===== src/rtl/fetch_stage.sv =====
// ---------------------------------------------------------------------------
// fetch_stage
// Instruction-fetch stage with the IF/ID pipeline register. Owns the PC,
// issues icache requests and hands fetched instructions to decode. A
// one-entry skid buffer catches an instruction that returns while decode is
// stalled. Branch/jump redirects, flushes and a sticky HALT are handled here.
//
// Ports
//   CLK          in   1   clock, rising edge
//   RST          in   1   synchronous active-high reset
//   imemREN      out  1   icache read request (FETCH state, not in reset)
//   imemaddr     out  32  icache address (always the PC)
//   ihit         in   1   imemload valid for imemaddr this cycle
//   imemload     in   32  icache read data
//   stall        in   1   hold PC and IF/ID
//   flush        in   1   squash IF/ID and skid buffer
//   redirect_en  in   1   branch taken / jump resolved in EX
//   redirect_pc  in   32  redirect target
//   halt_id      in   1   HALT decoded in ID
//   instr_out    out  32  IF/ID instruction (zero when not valid)
//   npc_out      out  32  PC+4 of instr_out
//   valid_out    out  1   IF/ID holds a live instruction
// ---------------------------------------------------------------------------
module fetch_stage #(
    parameter logic [31:0] PC_INIT = 32'h0000_0000
) (
    input  logic        CLK,
    input  logic        RST,
    output logic        imemREN,
    output logic [31:0] imemaddr,
    input  logic        ihit,
    input  logic [31:0] imemload,
    input  logic        stall,
    input  logic        flush,
    input  logic        redirect_en,
    input  logic [31:0] redirect_pc,
    input  logic        halt_id,
    output logic [31:0] instr_out,
    output logic [31:0] npc_out,
    output logic        valid_out
);

    typedef enum logic [1:0] {
        FETCH  = 2'b00,
        HOLD   = 2'b01,
        HALTED = 2'b10
    } state_t;

    state_t      state_r;
    logic [31:0] pc_r;
    logic [31:0] pc_plus4_s;
    logic [31:0] skid_instr_r;
    logic [31:0] skid_npc_r;

    assign imemaddr   = pc_r;
    // Wraps naturally modulo 2^32.
    assign pc_plus4_s = pc_r + 32'd4;

    // Request generation: only FETCH requests, and never while in reset.
    always_comb begin
        imemREN = 1'b0;
        if ((state_r == FETCH) && !RST) begin
            imemREN = 1'b1;
        end else begin
            imemREN = 1'b0;
        end
    end

    // Fetch FSM, PC, skid buffer and IF/ID register.
    always_ff @(posedge CLK) begin
        if (RST) begin
            state_r      <= FETCH;
            pc_r         <= PC_INIT;
            skid_instr_r <= 32'h0;
            skid_npc_r   <= 32'h0;
            instr_out    <= 32'h0;
            npc_out      <= 32'h0;
            valid_out    <= 1'b0;
        end else if (state_r == HALTED) begin
            // Sticky: only reset leaves HALTED.
            state_r <= HALTED;
        end else if (redirect_en) begin
            // Wrong-path work (including a HALT in ID) is discarded.
            state_r      <= FETCH;
            pc_r         <= {redirect_pc[31:2], 2'b00};
            skid_instr_r <= 32'h0;
            skid_npc_r   <= 32'h0;
            instr_out    <= 32'h0;
            valid_out    <= 1'b0;
        end else if (halt_id && !stall) begin
            state_r      <= HALTED;
            skid_instr_r <= 32'h0;
            skid_npc_r   <= 32'h0;
            instr_out    <= 32'h0;
            valid_out    <= 1'b0;
        end else if (flush) begin
            state_r      <= FETCH;
            skid_instr_r <= 32'h0;
            skid_npc_r   <= 32'h0;
            instr_out    <= 32'h0;
            valid_out    <= 1'b0;
        end else begin
            case (state_r)
                FETCH: begin
                    if (stall) begin
                        if (ihit) begin
                            // Decode is busy: park the returned instruction
                            // and advance so it is not fetched twice.
                            skid_instr_r <= imemload;
                            skid_npc_r   <= pc_plus4_s;
                            pc_r         <= pc_plus4_s;
                            state_r      <= HOLD;
                        end else begin
                            state_r <= FETCH;
                        end
                    end else if (ihit) begin
                        instr_out <= imemload;
                        npc_out   <= pc_plus4_s;
                        valid_out <= 1'b1;
                        pc_r      <= pc_plus4_s;
                    end else begin
                        instr_out <= 32'h0;
                        valid_out <= 1'b0;
                    end
                end
                HOLD: begin
                    if (!stall) begin
                        instr_out    <= skid_instr_r;
                        npc_out      <= skid_npc_r;
                        valid_out    <= 1'b1;
                        skid_instr_r <= 32'h0;
                        skid_npc_r   <= 32'h0;
                        state_r      <= FETCH;
                    end else begin
                        state_r <= HOLD;
                    end
                end
                default: begin
                    // Unreachable encoding: recover to a clean fetch.
                    state_r   <= FETCH;
                    instr_out <= 32'h0;
                    valid_out <= 1'b0;
                end
            endcase
        end
    end

endmodule


===== config.mk =====
export PLATFORM = sky130hd
export DESIGN_NAME = fetch_stage
export DESIGN_NICKNAME = d
export VERILOG_FILES = /design/src/rtl/fetch_stage.sv
export SDC_FILE = /design/constraint.sdc
export NUM_CORES = 1
export LEC_CHECK = 0
export CORE_MARGIN = 8
export CORE_UTILIZATION = 44
export CTS_CLUSTER_DIAMETER = 150
export DETAILED_ROUTE_END_ITERATION = 7
export GPL_TIMING_DRIVEN = 0
export PLACE_DENSITY = 0.81
export SLEW_MARGIN = 20
export SYNTH_ARGS = -nofsm -noshare
export SYNTH_HDL_FRONTEND = slang
export SYNTH_SLANG_ARGS = --single-unit

===== constraint.sdc =====
create_clock -name CLK -period 1.84 [get_ports CLK]
set_input_delay 0.276 -clock CLK [delete_from_list [all_inputs] [get_ports CLK]]
set_output_delay 0.276 -clock CLK [all_outputs]
set_load 0.01 [all_outputs]

==> results.md <==
- Die height: 144 µm
- Outcome: complete, but fails checks
- PD cells: 807 nW/µm²
- Clk sinks: 159
- Synth unique cells: 62
- Synth top area share: 44.1%
- Synth warnings: 0
- HP Start: ihit
- Detailed Route WL: 29,300 µm
- # DRC: 0
- Row cnt: 47
- Synth top area cells: dfxtp_1 44%, a21oi_1 5.7%, nand2_1 4.5%
- Post-Synthesis Cell Area: 7220 µm²
- Slowest-stage cell, CP: or4_4
- Sequential fraction of the synthesis area: 44.1%
- Worst r2r path cells: 6
- Clk buf depth: 2
- R2R Setup Slk: -0.13 ns
- Hold Path End: state_r[0]
- Max-slew violation count: 0
- Upper clock frequency limit: 507 MHz
- Worst reg2reg path endpoint: imemaddr[19]
- Post-synthesis cell count: 873
- Via count: 8,341
- Worst Path Arrival: 2.33 ns
- Final Hold Fails: 0
- Seq cells post-synth: 159
- Worst R2R Start: imemaddr[2]
- Initial Util: 44.4%
- I/O Buffers: 161
- Worst hold path type: in -> reg
- Top Ports: 169
- CP top delay family: simple AND/OR/NAND/NOR gates
- Clk Latency, worst-skew pair: 0.44 ns
- ANT cells: 0
- Initial antenna violation count: 0
- Min Tclk post-route: 1.97 ns
- Die area: 20,800 µm²
- Vias per inst: 6.31
- DR pass1 iterations: 8
- Max-Cap Viols: 0
- Cells along the critical path: buf_8 > nand4_4 > or4_4 > or4_4 > a21o_1 > a21oi_1
- Number of synthesized flops with an enable pin: 0
- Worst Tran Pin Value: 0.776 ns
- Worst path buffer plus inverter count: 1
- RSZ-0062 raised after global routing: yes
- H-tree Lvls: 4
- Async S/R FF share, synth: 0%
- Final GP Congestion: 0.922
- Global-route wire length before repair: 43,000 µm
- Violated checks: setup timing
- Area of the multi-input gates: 4120 µm²
- Critical-path maximum fanout: 3
- Area grow syn2layout: 49.4%
- Gr ovfl total: 0
- Leakage: 0.00399 µW
- Total GRT Usage: 26.6%
- Fill count: 1,227
- Hold_buf cts: 0
- Final net count: 1,161
- Startpoint types: register
- Tcrit/Tclk final: 107%
- Number of cells on the worst hold path: 2
- CTS tree: yes
- Clock-pin slew on the worst setup and hold paths: 0.06 ns
- Setup WS post-layout: -0.132 ns
- Post-route ant nets: 0
- Fin Clk Skew: 0.00881 ns
- Vias in the first global route: 7,901
- Synth area leader: dfxtp_1
- Worst slack, placed: -1.01 ns
- Post-DP HPWL: 18,800 µm
- Cell mode on critical path: or4_4
- Largest net degree at the start of global routing: 17
- Commonest cells post-synth: 159 x dfxtp_1, 86 x nand2_1, 83 x a21oi_1
- Core area: 16,300 µm²
- Relative slew slack: 48.3%
- Final Util: 66.2%
- DRC violation total after the first TritonRoute iteration: 1,157
- Share of cells above drive strength 1: 18.8%
- Critical Setup Path Class: reg -> reg
- Peak VDD IR: 0.705 mV
- Register Area: 3220 µm²
- Num CTS Buffers: 17
- Worst path max stage delay: 0.52 ns
- Post-synth top flop: dfxtp_1
- Count leader, synth: dfxtp_1
- Final setup fails: 11
- Syn_area_per_cell: 8.28 µm²
- Root buf cell: clkbuf_16
- Kind of end point of the critical path: register
- Die X: 144 µm
- WL/cell: 22.1 µm
- Required time of the critical path: 2.20 ns
-- sequential cells by signal (all words and copies together) (netlist names) --
signal,cells
state_r,2
valid_out,1
skid_instr_r,32
imemaddr,30
skid_npc_r,31
npc_out,31
instr_out,32
-- placed cells by master, fill, tap and decap left out, types with 5 or more instances in the layout --
cell type / netlist / layout
nand3_1: 54 / 49
buf_6: 0 / 17
o21ai_1: 0 / 5
o22ai_1: 18 / 18
o2bb2ai_1: 20 / 20
clkbuf_4: 0 / 7
a21oi_1: 83 / 82
a31oi_1: 10 / 10
dfxtp_4: 0 / 5
nor4_4: 0 / 8
nand2_1: 86 / 84
a22o_1: 36 / 36
nor3_2: 0 / 5
clkbuf_2: 1 / 21
nand2b_1: 6 / 5
clkbuf_16: 0 / 17
o21ai_0: 24 / 18
dfxtp_1: 159 / 140
xnor2_1: 15 / 11
a22oi_1: 39 / 39
buf_4: 3 / 38
dfxtp_2: 0 / 14
nand4_1: 17 / 17
inv_1: 6 / 6
clkdlybuf4s50_1: 0 / 158
clkbuf_1: 68 / 24
and3_1: 28 / 28
o211ai_1: 7 / 7
nor2_1: 81 / 77
nor3_1: 15 / 7
-- kinds of logic after synthesis --
family | share of synthesized area, %
adder cells (fa/ha/maj) | 0.173
AO/OA/AOI/OAI | 26.0
other | 0.0519
AND/OR/NAND/NOR | 21.6
flip-flops | 44.1
buffers and inverters | 5.13
multiplexers | 0.139
XOR/XNOR | 2.91
-- stage by stage --
step	cell area, µm²	setup TNS [ns]	instances	total power (µW)	hold WS [ns]
final	10800	-0.374	1322	8710	0.369
after detailed placement	9170	-110.69	1255	4660	0.439
after floorplan	7280	-0.0382	874	4180	0.414
after global placement	9170	-106.91	1255	4650	0.436
after CTS	10400	-0.0742	1313	8550	0.325
after global routing	10800	-1.45	1322	8920	0.361
-- power breakdown --
| group | internal (µW) | switching, µW | total [µW] |
|---|---|---|---|
| registers | 3520 | 102 | 3620 |
| logic | 541 | 655 | 1200 |
| clock network | 2390 | 1510 | 3890 |
| total | 6450 | 2260 | 8710 |
-- how the worst max path moves through the flow --
| stage | endpoint | cells after the start | start | slack (ns) |
|---|---|---|---|---|
| after CTS | imemaddr[19] | 6 | imemaddr[2] | -0.07 |
| after floorplan | imemaddr[19] | 6 | imemaddr[2] | -0.04 |
| final | imemaddr[19] | 6 | imemaddr[2] | -0.13 |
| after detailed placement | npc_out[28] | 7 | stall | -1.01 |
| after global routing | imemaddr[19] | 6 | imemaddr[7] | -0.16 |
| after global placement | imemaddr[18] | 7 | ihit | -0.96 |
-- repair_timing --
| action | 4_1_cts | 5_1_grt |
|---|---|---|
| cloned | 1 | 0 |
| setup endpoints to repair | 155 | 150 |
| pin swaps | 19 | 21 |
| buffers inserted | 26 | 10 |
| resized for setup | 100 | 127 |
-- worst register-to-register path: cells and delay by family, from the launching register on --
family	cells	cell delay, ns
buffers and inverters	1	0.10
AND/OR/NAND/NOR	3	1.09
AO/OA/AOI/OAI	2	0.34
flip-flops	1	0.36
-- per-layer routing --
layer  global-route usage, %  share of wire [%]  wire (µm)
met3                    8.19                 11       3190
met5                       0                  0          0
met2                    42.1                 46      13600
met4                    14.3                6.0       1740
met1                    31.9                 37      10800
-- area by class of cell --
cell class | instances | area share (%)
clock inverters | 12 | 1.67
flip-flops and latches | 159 | 29.8
plain buffers | 84 | 5.11
well taps | 220 | 2.55
clock buffers | 20 | 4.33
repair buffers | 198 | 18.1
multi-input cells | 623 | 38.1
inverters | 6 | 0.209
No activity file was read; power rests on OpenSTA's default activity.
